===== src/rtl/cv32e40p_obi_pkg.sv =====
// Shared OBI request types and limits for the data-port slice.
package cv32e40p_obi_pkg;

  localparam int OBI_MAX_OUTSTANDING_LIMIT = 4;

  typedef struct packed {
    logic [31:0] addr;
    logic        we;
    logic [3:0]  be;
    logic [31:0] wdata;
  } obi_req_t;

  typedef enum logic {
    REQ_EMPTY = 1'b0,
    REQ_PEND  = 1'b1
  } req_state_e;

  localparam obi_req_t OBI_REQ_RESET = '0;

endpackage


===== src/rtl/cv32e40p_obi_req_reg.sv =====
// Single-entry request holding register between the host and device sides of the slice.
//
// state     | meaning
// REQ_EMPTY | no request held, device request low
// REQ_PEND  | request held and presented to the device until granted
module cv32e40p_obi_req_reg
  import cv32e40p_obi_pkg::*;
(
  input  logic     clk_i,
  input  logic     rst_ni,
  input  logic     capture,
  input  logic     dev_gnt,
  input  obi_req_t req_in,
  output logic     pend,
  output obi_req_t req_out
);

  req_state_e state_q;
  req_state_e state_d;
  obi_req_t   req_q;

  always_ff @(posedge clk_i or negedge rst_ni) begin
    if (!rst_ni) begin
      state_q <= REQ_EMPTY;
    end else begin
      state_q <= state_d;
    end
  end

  // A grant and a new capture in the same cycle keep the entry occupied.
  always_comb begin
    state_d = state_q;
    case (state_q)
      REQ_EMPTY: begin
        if (capture) begin
          state_d = REQ_PEND;
        end
      end
      REQ_PEND: begin
        if (dev_gnt && !capture) begin
          state_d = REQ_EMPTY;
        end
      end
      default: state_d = REQ_EMPTY;
    endcase
  end

  always_comb begin
    pend = (state_q == REQ_PEND);
  end

  always_ff @(posedge clk_i or negedge rst_ni) begin
    if (!rst_ni) begin
      req_q <= OBI_REQ_RESET;
    end else if (capture) begin
      req_q <= req_in;
    end
  end

  assign req_out = req_q;

endmodule


===== src/rtl/cv32e40p_obi_slice.sv =====
// OBI data-port slice: registered request path, outstanding counter, response forwarding.
// Optional macro CV32E40P_OBI_SLICE_RESP_REG_EN registers the response path (1 cycle latency).
module cv32e40p_obi_slice
  import cv32e40p_obi_pkg::*;
#(
  parameter int MAX_OUTSTANDING = 2
) (
  input  logic        clk_i,
  input  logic        rst_ni,
  input  logic        s_req_i,
  output logic        s_gnt_o,
  input  logic [31:0] s_addr_i,
  input  logic        s_we_i,
  input  logic [3:0]  s_be_i,
  input  logic [31:0] s_wdata_i,
  output logic        s_rvalid_o,
  output logic [31:0] s_rdata_o,
  output logic        m_req_o,
  input  logic        m_gnt_i,
  output logic [31:0] m_addr_o,
  output logic        m_we_o,
  output logic [3:0]  m_be_o,
  output logic [31:0] m_wdata_o,
  input  logic        m_rvalid_i,
  input  logic [31:0] m_rdata_i,
  output logic        protocol_err_o
);

  localparam int CNT_W = $clog2(MAX_OUTSTANDING + 1);
  localparam logic [CNT_W-1:0] CNT_MAX = CNT_W'(MAX_OUTSTANDING);

  if (MAX_OUTSTANDING < 1 || MAX_OUTSTANDING > OBI_MAX_OUTSTANDING_LIMIT) begin : g_bad_param
    $error("MAX_OUTSTANDING out of range 1..%0d", OBI_MAX_OUTSTANDING_LIMIT);
  end

  logic [CNT_W-1:0] cnt_q;
  logic             pend;
  logic             accept;
  logic             resp_ok;
  logic             unsolicited;
  logic             err_q;
  obi_req_t         req_in;
  obi_req_t         req_out;

  assign req_in.addr  = s_addr_i;
  assign req_in.we    = s_we_i;
  assign req_in.be    = s_be_i;
  assign req_in.wdata = s_wdata_i;

  // Grant only from registered state, so a same-cycle response never frees a slot.
  assign s_gnt_o = (!pend || m_gnt_i) && (cnt_q < CNT_MAX);
  assign accept  = s_req_i && s_gnt_o;

  cv32e40p_obi_req_reg u_req_reg (
    .clk_i   (clk_i),
    .rst_ni  (rst_ni),
    .capture (accept),
    .dev_gnt (m_gnt_i),
    .req_in  (req_in),
    .pend    (pend),
    .req_out (req_out)
  );

  assign m_req_o   = pend;
  assign m_addr_o  = req_out.addr;
  assign m_we_o    = req_out.we;
  assign m_be_o    = req_out.be;
  assign m_wdata_o = req_out.wdata;

`ifdef CV32E40P_OBI_SLICE_RESP_REG_EN
  logic        rvalid_q;
  logic [31:0] rdata_q;

  // A response still in the output register has not yet retired from cnt_q.
  assign resp_ok = (cnt_q > CNT_W'(rvalid_q));

  always_ff @(posedge clk_i or negedge rst_ni) begin
    if (!rst_ni) begin
      rvalid_q <= 1'b0;
      rdata_q  <= '0;
    end else begin
      rvalid_q <= m_rvalid_i && resp_ok;
      if (m_rvalid_i && resp_ok) begin
        rdata_q <= m_rdata_i;
      end
    end
  end

  assign s_rvalid_o = rvalid_q;
  assign s_rdata_o  = rdata_q;
`else
  assign resp_ok    = (cnt_q != '0);
  assign s_rvalid_o = m_rvalid_i && resp_ok;
  assign s_rdata_o  = m_rdata_i;
`endif

  assign unsolicited = m_rvalid_i && !resp_ok;

  always_ff @(posedge clk_i or negedge rst_ni) begin
    if (!rst_ni) begin
      cnt_q <= '0;
    end else begin
      case ({accept, s_rvalid_o})
        2'b10:   cnt_q <= cnt_q + CNT_W'(1);
        2'b01:   cnt_q <= cnt_q - CNT_W'(1);
        default: cnt_q <= cnt_q;
      endcase
    end
  end

  always_ff @(posedge clk_i or negedge rst_ni) begin
    if (!rst_ni) begin
      err_q <= 1'b0;
    end else if (unsolicited) begin
      err_q <= 1'b1;
    end
  end

  assign protocol_err_o = err_q;

endmodule


===== config.mk =====
export PLATFORM = sky130hd
export DESIGN_NAME = cv32e40p_obi_slice
export DESIGN_NICKNAME = d
export VERILOG_FILES = /design/src/rtl/cv32e40p_obi_pkg.sv /design/src/rtl/cv32e40p_obi_req_reg.sv /design/src/rtl/cv32e40p_obi_slice.sv
export SDC_FILE = /design/constraint.sdc
export NUM_CORES = 1
export LEC_CHECK = 0
export ABC_AREA = 1
export BUFFER_PORTS_ARGS = -buffer_cell sky130_fd_sc_hd__buf_4
export CAP_MARGIN = 15
export CORE_MARGIN = 1.5
export CORE_UTILIZATION = 35
export CTS_CLUSTER_SIZE = 12
export DETAILED_ROUTE_END_ITERATION = 8
export HOLD_SLACK_MARGIN = 0.03
export PLACE_DENSITY_LB_ADDON = 0.3
export SLEW_MARGIN = 20
export SYNTH_ARGS = -nofsm -noshare
export SYNTH_HDL_FRONTEND = slang
export SYNTH_SLANG_ARGS = --single-unit
export TNS_END_PERCENT = 30

===== constraint.sdc =====
create_clock -name clk_i -period 1.7 [get_ports clk_i]
set_clock_uncertainty 0.15 [all_clocks]
set_input_delay 0.34 -clock clk_i [delete_from_list [all_inputs] [get_ports clk_i]]
set_output_delay 0.34 -clock clk_i [all_outputs]
set_load 0.05 [all_outputs]

==> flow_summary.json <==
{
  "status": "finished, final reports clean",
  "wl_per_cell_um": 14.1,
  "die_h_um": 100,
  "htree_levels": 3,
  "fin_crit_ns": 1.63,
  "leakagePower_nw": 2.44,
  "path_class": "flop to output port",
  "core_mm2": 0.00920,
  "grt_pass1_vias": 2759,
  "tightest_slew_ns": 0.412,
  "crit_arrival_ns": 1.14,
  "grtUsageTotal": 0.171,
  "ios": 211,
  "hpwl_um": 5940,
  "yosys.area_share.adder": 0.00380,
  "grt_pass1_wl_um": 13500,
  "yosys_warnings": 0,
  "rrSetupSlack_ns": 0.18,
  "vias_per_cell": 4.78,
  "hold_viol_final": 0,
  "ir_drop_mv": 1.01,
  "cts_buffer_depth": 2,
  "fin_nets": 577,
  "final_cells": 586,
  "fillers": 884,
  "rsz0062_at_grt": "false",
  "postSynthAreaPerCell_um2": 9.15,
  "ys_types": 16,
  "slew_violations": 0,
  "grtUsageMet2": 0.267,
  "grt_most_used_layer": "met2",
  "endpoint_kind": "output port",
  "grt_use_met3": 0.0411,
  "critPathLaunchType": "flop",
  "netlist_area_mm2": 0.00330,
  "multi_input_area_mm2": 0.00104,
  "synth_compound_area_frac": 0.00645,
  "antenna_found_initial": 0,
  "postSynthCellCount": 360,
  "cts_root_buffer": "clkbuf_8",
  "io_buffers": 146,
  "worst_slack_ns": 0.0678,
  "numCtsBuffers": 9,
  "fin_util": 0.488,
  "die-area_mm2": 0.0100,
  "gp_congestion": 0.728,
  "drive_above_1_share": 0.381,
  "ant_nets": 0,
  "synthSimpleGateAreaFrac": 0.302,
  "synthToLayoutAreaGrowth_pct": 36.3,
  "num_vias": 2801,
  "overflow": 0,
  "dp_cells": 568,
  "insertedDiodeCount": 0,
  "fin_setup_tns_ns": 0,
  "drv_cap": 0,
  "whs_ns": 0.103,
  "synth_top_family_by_area": "simple AND/OR/NAND/NOR gates",
  "die_x_um": 100,
  "timing.fmax_ghz": 0.613,
  "final_area_mm2": 0.00449,
  "slew_headroom": 0.726,
  "drc": 0,
  "r2r_cells": 7,
  "min_period_over_period": 0.960,
  "start_util": 0.358,
  "clock-sinks": 73,
  "dpl-instance-area_mm2": 0.00425,
  "ys_seq_elements": 73,
  "worstHoldPathCells": 3,
  "use_met1": 0.225,
  "p_total_mw": 10.6,
  "clk_pin_slew_ns": 0.08,
  "synth_xor_area_frac": 0.00266,
  "hold_class": "input port to flop",
  "seq_area_mm2": 0.00183,
  "powerDensity_mw_per_mm2": 2350,
  "setup_viol": 0,
  "synth_sequential_area_ratio": 0.554,
  "wl_um": 8270,
  "clk_latency_ns": 0.34,
  "yosys-mux-area-fraction": 0,
  "row_count": 35,
  "drt_iter0_drc": 107,
  "cp.required_ns": 1.21,
  "cts_tree": "done",
  "syn-num-nets": 467,
  "drt_first_pass_iters": 4,
  "pre_cts_ws_ns": 0.127,
  "grt_max_degree": 71,
  "path_max_fanout": 4
}
synthesized netlist by cell type:
cell / instances / area share
a21oi_1: 1 / 0.0015
a31o_2: 1 / 0.0027
buf_2: 20 / 0.030
buf_4: 40 / 0.091
buf_6: 1 / 0.0034
dfrtp_1: 73 / 0.55
ha_1: 1 / 0.0038
inv_1: 4 / 0.0046
inv_2: 1 / 0.0011
nand2_1: 143 / 0.16
nand2_2: 1 / 0.0019
nand3_1: 1 / 0.0015
nand3_2: 1 / 0.0030
nand4_1: 70 / 0.13
o21a_1: 1 / 0.0023
xnor2_1: 1 / 0.0027
layout make-up:
type / count / share of cell area
Clock inverter: 7 / 0.0212
Multi-Input combinational cell: 221 / 0.232
Clock buffer: 9 / 0.0276
Timing Repair Buffer: 160 / 0.277
Inverter: 5 / 0.00418
Sequential cell: 73 / 0.407
Tap cell: 111 / 0.0309
critical path, stage by stage (launching register included):
cell,delay (ns)
dfrtp_2,0.44
o21a_1,0.20
buf_6,0.16
sequential cells by signal, indices dropped and copies added, names as in the netlist:
name / cells
u_req_reg.req_out: 69
cnt_q: 2
protocol_err_o: 1
u_req_reg.pend: 1
worst paths after layout:
kind | start | end
setup / recovery | cnt_q[1]$_DFFE_PN0P_ | s_rvalid_o
hold / removal | s_wdata_i[31] | u_req_reg.req_out[31]$_DFFE_PN0P_
setup reg to reg | cnt_q[1]$_DFFE_PN0P_ | cnt_q[1]$_DFFE_PN0P_
hold reg to reg | u_req_reg.req_out[14]$_DFFE_PN0P_ | u_req_reg.req_out[14]$_DFFE_PN0P_
max in group asynchronous | rst_ni | u_req_reg.req_out[28]$_DFFE_PN0P_
min in group asynchronous | rst_ni | u_req_reg.req_out[49]$_DFFE_PN0P_
routing by layer:
layer  routed length (µm)  vias up
met5                    0        -
met4                  194        0
met3                  514       20
met2                 3870      112
met1                 3700     1278
li1                     -     1391
layout by cell type (no fill, tap or decap), drive strengths merged:
| cell | n |
|---|---|
| buf | 159 |
| ha | 1 |
| a31o | 1 |
| xnor2 | 1 |
| clkbuf | 9 |
| nand3 | 2 |
| o21a | 1 |
| dlygate4sd3 | 1 |
| clkinv | 4 |
| bufinv | 2 |
| clkinvlp | 1 |
| nand4 | 70 |
| inv | 5 |
| nand2 | 144 |
| dfrtp | 73 |
| a21oi | 1 |
power breakdown:
part	leakage (nW)	total [mW]	internal [mW]	switching, mW
combinational	1.44	6.06	1.71	4.35
clock	0.109	1.46	0.825	0.636
sequential	0.896	3.05	2.56	0.494
cell families after synthesis:
group	after synthesis
and+or+nand+nor	216
DFF	73
buffers and inverters	66
adders and majority gates	1
xor gates and xnor gates	1
AOI/OAI and AO/OA	3
timing repair:
action / CTS / global route
hold endpoints to repair: 27 / 0
setup buffers: 0 / 1
hold buffers: 1 / 0
endpoints found under the setup margin: 0 / 1
gates resized for setup: 0 / 2
Note: power is estimated with default switching activity, not from simulation.
